==> config.mk <==
export PLATFORM = sky130hd
export DESIGN_NAME = sar_search
export DESIGN_NICKNAME = d
export VERILOG_FILES = /design/src/rtl/sar_search.sv
export SDC_FILE = /design/constraint.sdc
export NUM_CORES = 1
export LEC_CHECK = 0
export CAP_MARGIN = 20
export CORE_MARGIN = 2
export CORE_UTILIZATION = 43
export DETAILED_ROUTE_END_ITERATION = 6
export DONT_BUFFER_PORTS = 1
export SETUP_SLACK_MARGIN = 0.4
export SKIP_CTS_REPAIR_TIMING = 1
export SLEW_MARGIN = 20
export SYNTH_ARGS = -nofsm -noshare
export SYNTH_HDL_FRONTEND = slang
export SYNTH_SLANG_ARGS = --single-unit
==> constraint.sdc <==
create_clock -name clk -period 2.7 [get_ports clk]
set_input_delay 0.54 -clock clk [delete_from_list [all_inputs] [get_ports clk]]
set_output_delay 0.54 -clock clk [all_outputs]
set_load 0.01 [all_outputs]
==> src/rtl/sar_search.sv <==
// sar_search: successive-approximation engine driving operand A of an external
// magnitude comparator to locate a hidden B value in 0 .. 2^WIDTH-1.
// Optional build macro SAR_ERRCHK_EN: abort the search (err=1) on any comparator
// code that is not exactly one-hot. Without it the code is resolved eq > gt > lt.
module sar_search #(
    parameter int unsigned WIDTH = 4
) (
    input  logic                            clk,
    input  logic                            rst,
    input  logic                            start,
    input  logic                            A_gt_B,
    input  logic                            A_eq_B,
    input  logic                            A_lt_B,
    output logic [WIDTH-1:0]                guess,
    output logic                            busy,
    output logic                            done,
    output logic                            found,
    output logic [WIDTH-1:0]                result,
    output logic [$clog2(WIDTH+2)-1:0]      steps,
    output logic                            err
);

    localparam int unsigned LW   = WIDTH + 1;            // bound width, no wrap at the range edges
    localparam int unsigned SUMW = LW + 1;               // width of lo+hi
    localparam int unsigned SW   = $clog2(WIDTH + 2);    // probe counter width
    localparam logic [WIDTH-1:0] TOP   = '1;
    localparam logic [WIDTH-1:0] FIRST = TOP >> 1;

    typedef enum logic [1:0] {
        S_IDLE   = 2'd0,
        S_SEARCH = 2'd1,
        S_DONE   = 2'd2
    } state_t;

    state_t          state;
    logic [LW-1:0]   lo;
    logic [LW-1:0]   hi;
    logic [LW-1:0]   nlo;
    logic [LW-1:0]   nhi;
    logic [SUMW-1:0] sum;
    logic [WIDTH-1:0] nmid;
    logic            exhausted;
`ifdef SAR_ERRCHK_EN
    logic            bad_code;
`endif

    // Narrowed bounds and next probe for the comparator answer to the current guess
    always_comb begin
        nlo       = lo;
        nhi       = hi;
        exhausted = 1'b0;
`ifdef SAR_ERRCHK_EN
        bad_code  = !({A_gt_B, A_eq_B, A_lt_B} == 3'b100 ||
                      {A_gt_B, A_eq_B, A_lt_B} == 3'b010 ||
                      {A_gt_B, A_eq_B, A_lt_B} == 3'b001);
`endif
        if (A_eq_B) begin
            nlo = lo;
        end else if (A_gt_B) begin
            nhi = LW'(guess) - LW'(1);
        end else if (A_lt_B || !A_gt_B) begin
            // lt, or an all-zero code, moves the lower bound up
            nlo = LW'(guess) + LW'(1);
        end
        // guess-1 at 0 would underflow the unsigned bound, so it is caught directly
        exhausted = (!A_eq_B && A_gt_B && guess == '0) || (nlo > nhi);
        sum       = SUMW'(nlo) + SUMW'(nhi);
        nmid      = WIDTH'(sum >> 1);
    end

    // Search FSM with registered outputs
    always_ff @(posedge clk or posedge rst) begin
        if (rst) begin
            state  <= S_IDLE;
            lo     <= '0;
            hi     <= '0;
            guess  <= '0;
            busy   <= 1'b0;
            done   <= 1'b0;
            found  <= 1'b0;
            result <= '0;
            steps  <= '0;
            err    <= 1'b0;
        end else begin
            case (state)
                S_IDLE: begin
                    done <= 1'b0;
                    if (start) begin
                        lo    <= '0;
                        hi    <= LW'(TOP);
                        guess <= FIRST;
                        steps <= '0;
                        found <= 1'b0;
                        err   <= 1'b0;
                        busy  <= 1'b1;
                        state <= S_SEARCH;
                    end
                end
                S_SEARCH: begin
                    steps <= steps + SW'(1);
`ifdef SAR_ERRCHK_EN
                    if (bad_code) begin
                        err   <= 1'b1;
                        found <= 1'b0;
                        busy  <= 1'b0;
                        done  <= 1'b1;
                        state <= S_DONE;
                    end else
`endif
                    if (A_eq_B) begin
                        result <= guess;
                        found  <= 1'b1;
                        busy   <= 1'b0;
                        done   <= 1'b1;
                        state  <= S_DONE;
                    end else if (exhausted) begin
                        found <= 1'b0;
                        busy  <= 1'b0;
                        done  <= 1'b1;
                        state <= S_DONE;
                    end else begin
                        lo    <= nlo;
                        hi    <= nhi;
                        guess <= nmid;
                    end
                end
                S_DONE: begin
                    done  <= 1'b0;
                    state <= S_IDLE;
                end
                default: begin
                    busy  <= 1'b0;
                    done  <= 1'b0;
                    state <= S_IDLE;
                end
            endcase
        end
    end

endmodule

==> metrics.txt <==
outcome=finished clean; Compound-Gate Fraction of Synth Area=a little under 10%; final wirelength=roughly 4000 um; syn avg cell area=~9.7 um2; pin count of the biggest net entering global routing=16; Final Hold Vio Count=0; placed cell areas=0.00186 mm2; clock buffer count from CTS=3; Worst-Skew Late Latency=roughly 0.27 ns; first-pass GRT wire length=5630 um; CP max FO=5; library cells used by synthesis=32; CTS root buffer=clkbuf_8; critical path's most frequent cell=buf_6; period utilization=about 95%; slowest CP cell=dfrtp_2; post-layout minimum cycle time=2.57 ns; Worst EP required=2.86 ns; CTS tree=yes; Critical Path AT=2.73 ns; Area contributors post-synth=dfrtp_1 (40%), ha_1 (10%), mux2i_1 (6.8%); chip height=65.5 um; Post-synth ARST share=100%; Max Slew Vio Count=0; clock buffer depth=2; n_diodes=0; mux cell area share after synthesis=about an eighth; Hold Crit Class=input port to asynchronous set/reset pin; chip width=65.5 um; vias in the first global route=~1200; synthesized-area fraction occupied by adder cells=11.2%; PortBufs=0; most frequent cell after synthesis=dfrtp_1; top cell type's share of synthesized area=40.0%; routed len/inst=between 15 and 20 um; Max Cap Viol=0; clock skew=roughly 0.0056 ns; HPWL after DPL=2710 um; initial DRC count=between 70 and 80; GPL Wtd Cong=approximately 0.79; Final Cell Area=approximately 0.0022 mm2; CP Launch Type=flip-flop; Crit Path Class=flip-flop to flip-flop; # IOs=21; largest family of logic cells by synthesized area=simple AND/OR/NAND/NOR gates; cell chain of the critical path=nor3_2, xnor2_1, nor2_1, a21oi_2, inv_2, ha_4, nor2b_4, mux2i_2, o21ai_4, and3_4, buf_6, buf_6, o22a_1; clk slew on worst S/H paths=approximately 0.09 ns; total number of yosys warnings=0; Pleak=roughly 0.96 nW; All-Layer GR Usage=about 17%; FF+latch count, synth=26; # rows=22; xor and xnor area share after synthesis=between 3 and 4%; # DRC=0; Cell Area, Synth=~0.0016 mm2; fraction of layout cells with a size suffix above 1=between 40% and 50%; Final nets=~220; antenna violations before repair=0; biggest area consumer among synthesized cells=dfrtp_1; crit end category=flip-flop; Primary FF master, synth=dfrtp_1; Synthesized Nets=187; Synth Instances=167; antenna viol nets, final=0; PwrDens=~1100 mW/mm2; CP max stage delay=around 0.48 ns; via count=1291; drt first pass iters=4; die area=approximately 0.0043 mm2; accumulated negative setup slack=0 ns; Synth Area in Simple Gates=15.5%; CORE AREA=between 0.003 and 0.004 mm2; GR Overflow Total=0; Sink Count=26; highest clock rate=390 MHz; top cells by count, synth=dfrtp_1 (26), nor2_1 (19); RSZ-0062 raised after global routing=yes; depth of the CTS H-tree=1; initial core utilization=between 40 and 50%; Worst IR Drop VDD=about 0.00032 V; Area Overhead vs Synth=33.8%; Post-synth EDFFs=0; count of final setup violators=0; FILL cells=just over 300; Via density=~5.3; Seq/Total Area, Yosys=around two fifths
==> stage by stage <==
stage / setup slack [ns] / hold WS [ns] / utilization (%) / instances / power [mW]
6_report: 0.134 / 0.172 / 59.5 / 244 / 2.35
5_1_grt: 0.0637 / 0.199 / 59.5 / 244 / 2.50
4_1_cts: 0.0501 / 0.183 / 52.8 / 232 / 2.06
3_5_place_dp: 0.0418 / 0.478 / 50.9 / 228 / 1.73
3_3_place_gp: 0.0964 / 0.467 / 50.9 / 228 / 1.68
2_1_floorplan: 0.265 / 0.501 / - / 167 / 1.46
==> cell families after synthesis <==
kind of cell | after synthesis
AND/OR/NAND/NOR | 52
AO/OA/AOI/OAI | 28
flip-flops | 26
buffers and inverters | 20
multiplexers | 19
adder cells (fa/ha/maj) | 14
XOR/XNOR | 7
other | 1
==> layer usage <==
metal  global-route usage (%)  vias to the layer above  share of wire (%)  wire length [um]
li1                         -                      615                  -                 -
met1                     21.4                      643                 41              1610
met2                     30.6                       27                 55              2190
met3                     3.25                        6                3.1               123
met4                     4.69                        0                1.0                40
met5                        0                        -                  0                 0
==> cell type report <==
type                            instances  area (um2)  share of cell area (%)
Timing Repair Buffer                   32         263                    12.1
Tap cell                               48        60.1                    2.76
Sequential cell                        26         654                    30.1
Multi-Input combinational cell        121        1070                    49.4
Clock buffer                            3        41.3                    1.90
Clock inverter                          1        30.0                    1.38
Inverter                               13        53.8                    2.47
==> worst max-delay path: cells and delay by family (launching register included) <==
kind | cells | cell delay (ns)
and+or+nand+nor | 4 | 0.58
DFF | 1 | 0.48
AOI/OAI and AO/OA | 3 | 0.43
buffers and inverters | 3 | 0.31
muxes | 1 | 0.30
adders and majority gates | 1 | 0.22
xor gates and xnor gates | 1 | 0.14
==> registers in the layout, indices dropped and copies added (netlist names) <==
| signal | flops |
|---|---|
| busy | 1 |
| done | 1 |
| found | 1 |
| guess | 4 |
| hi | 5 |
| lo | 5 |
| result | 4 |
| state | 2 |
| steps | 3 |
==> path summary, 6_finish.rpt <==
kind / from / end / slack (ns) / depth (start not counted)
setup / recovery: guess[1]$_DFFE_PP0P_ / busy$_DFFE_PP0P_ / 0.13 / 13
min in group clk: A_eq_B / state[1]$_DFFE_PP0P_ / 0.47 / 2
hold reg to reg: lo[0]$_DFFE_PP0P_ / lo[0]$_DFFE_PP0P_ / 0.55 / 2
hold / removal: rst / steps[1]$_DFFE_PP0P_ / 0.17 / 1
max in group asynchronous: rst / guess[2]$_DFFE_PP0P_ / 1.94 / 2
setup reg to reg: guess[1]$_DFFE_PP0P_ / busy$_DFFE_PP0P_ / 0.13 / 13
==> cells in the final DEF (no fill, tap or decap), types with 3 or more instances in the layout <==
cell type / Yosys / routed
buf_4: 2 / 26
dfrtp_1: 26 / 23
nor2_1: 19 / 16
nand2_1: 13 / 13
inv_1: 13 / 10
mux2i_1: 11 / 10
a21oi_2: 0 / 9
ha_4: 0 / 6
buf_6: 2 / 6
o21ai_0: 7 / 5
nand2b_1: 6 / 5
and2_1: 5 / 5
xor2_1: 4 / 4
mux2_4: 0 / 4
mux2_2: 8 / 4
ha_1: 13 / 4
o21bai_1: 3 / 3
a21oi_1: 13 / 3
ha_2: 0 / 3
clkbuf_8: 0 / 3
dfrtp_2: 0 / 3
==> power by group <==
part / total (mW) / switching, mW / internal (mW)
clock: 0.325 / 0.127 / 0.198
combinational: 1.31 / 0.633 / 0.673
sequential: 0.719 / 0.178 / 0.541
total: 2.35 / 0.938 / 1.41
Note: power is estimated with default switching activity, not from simulation.
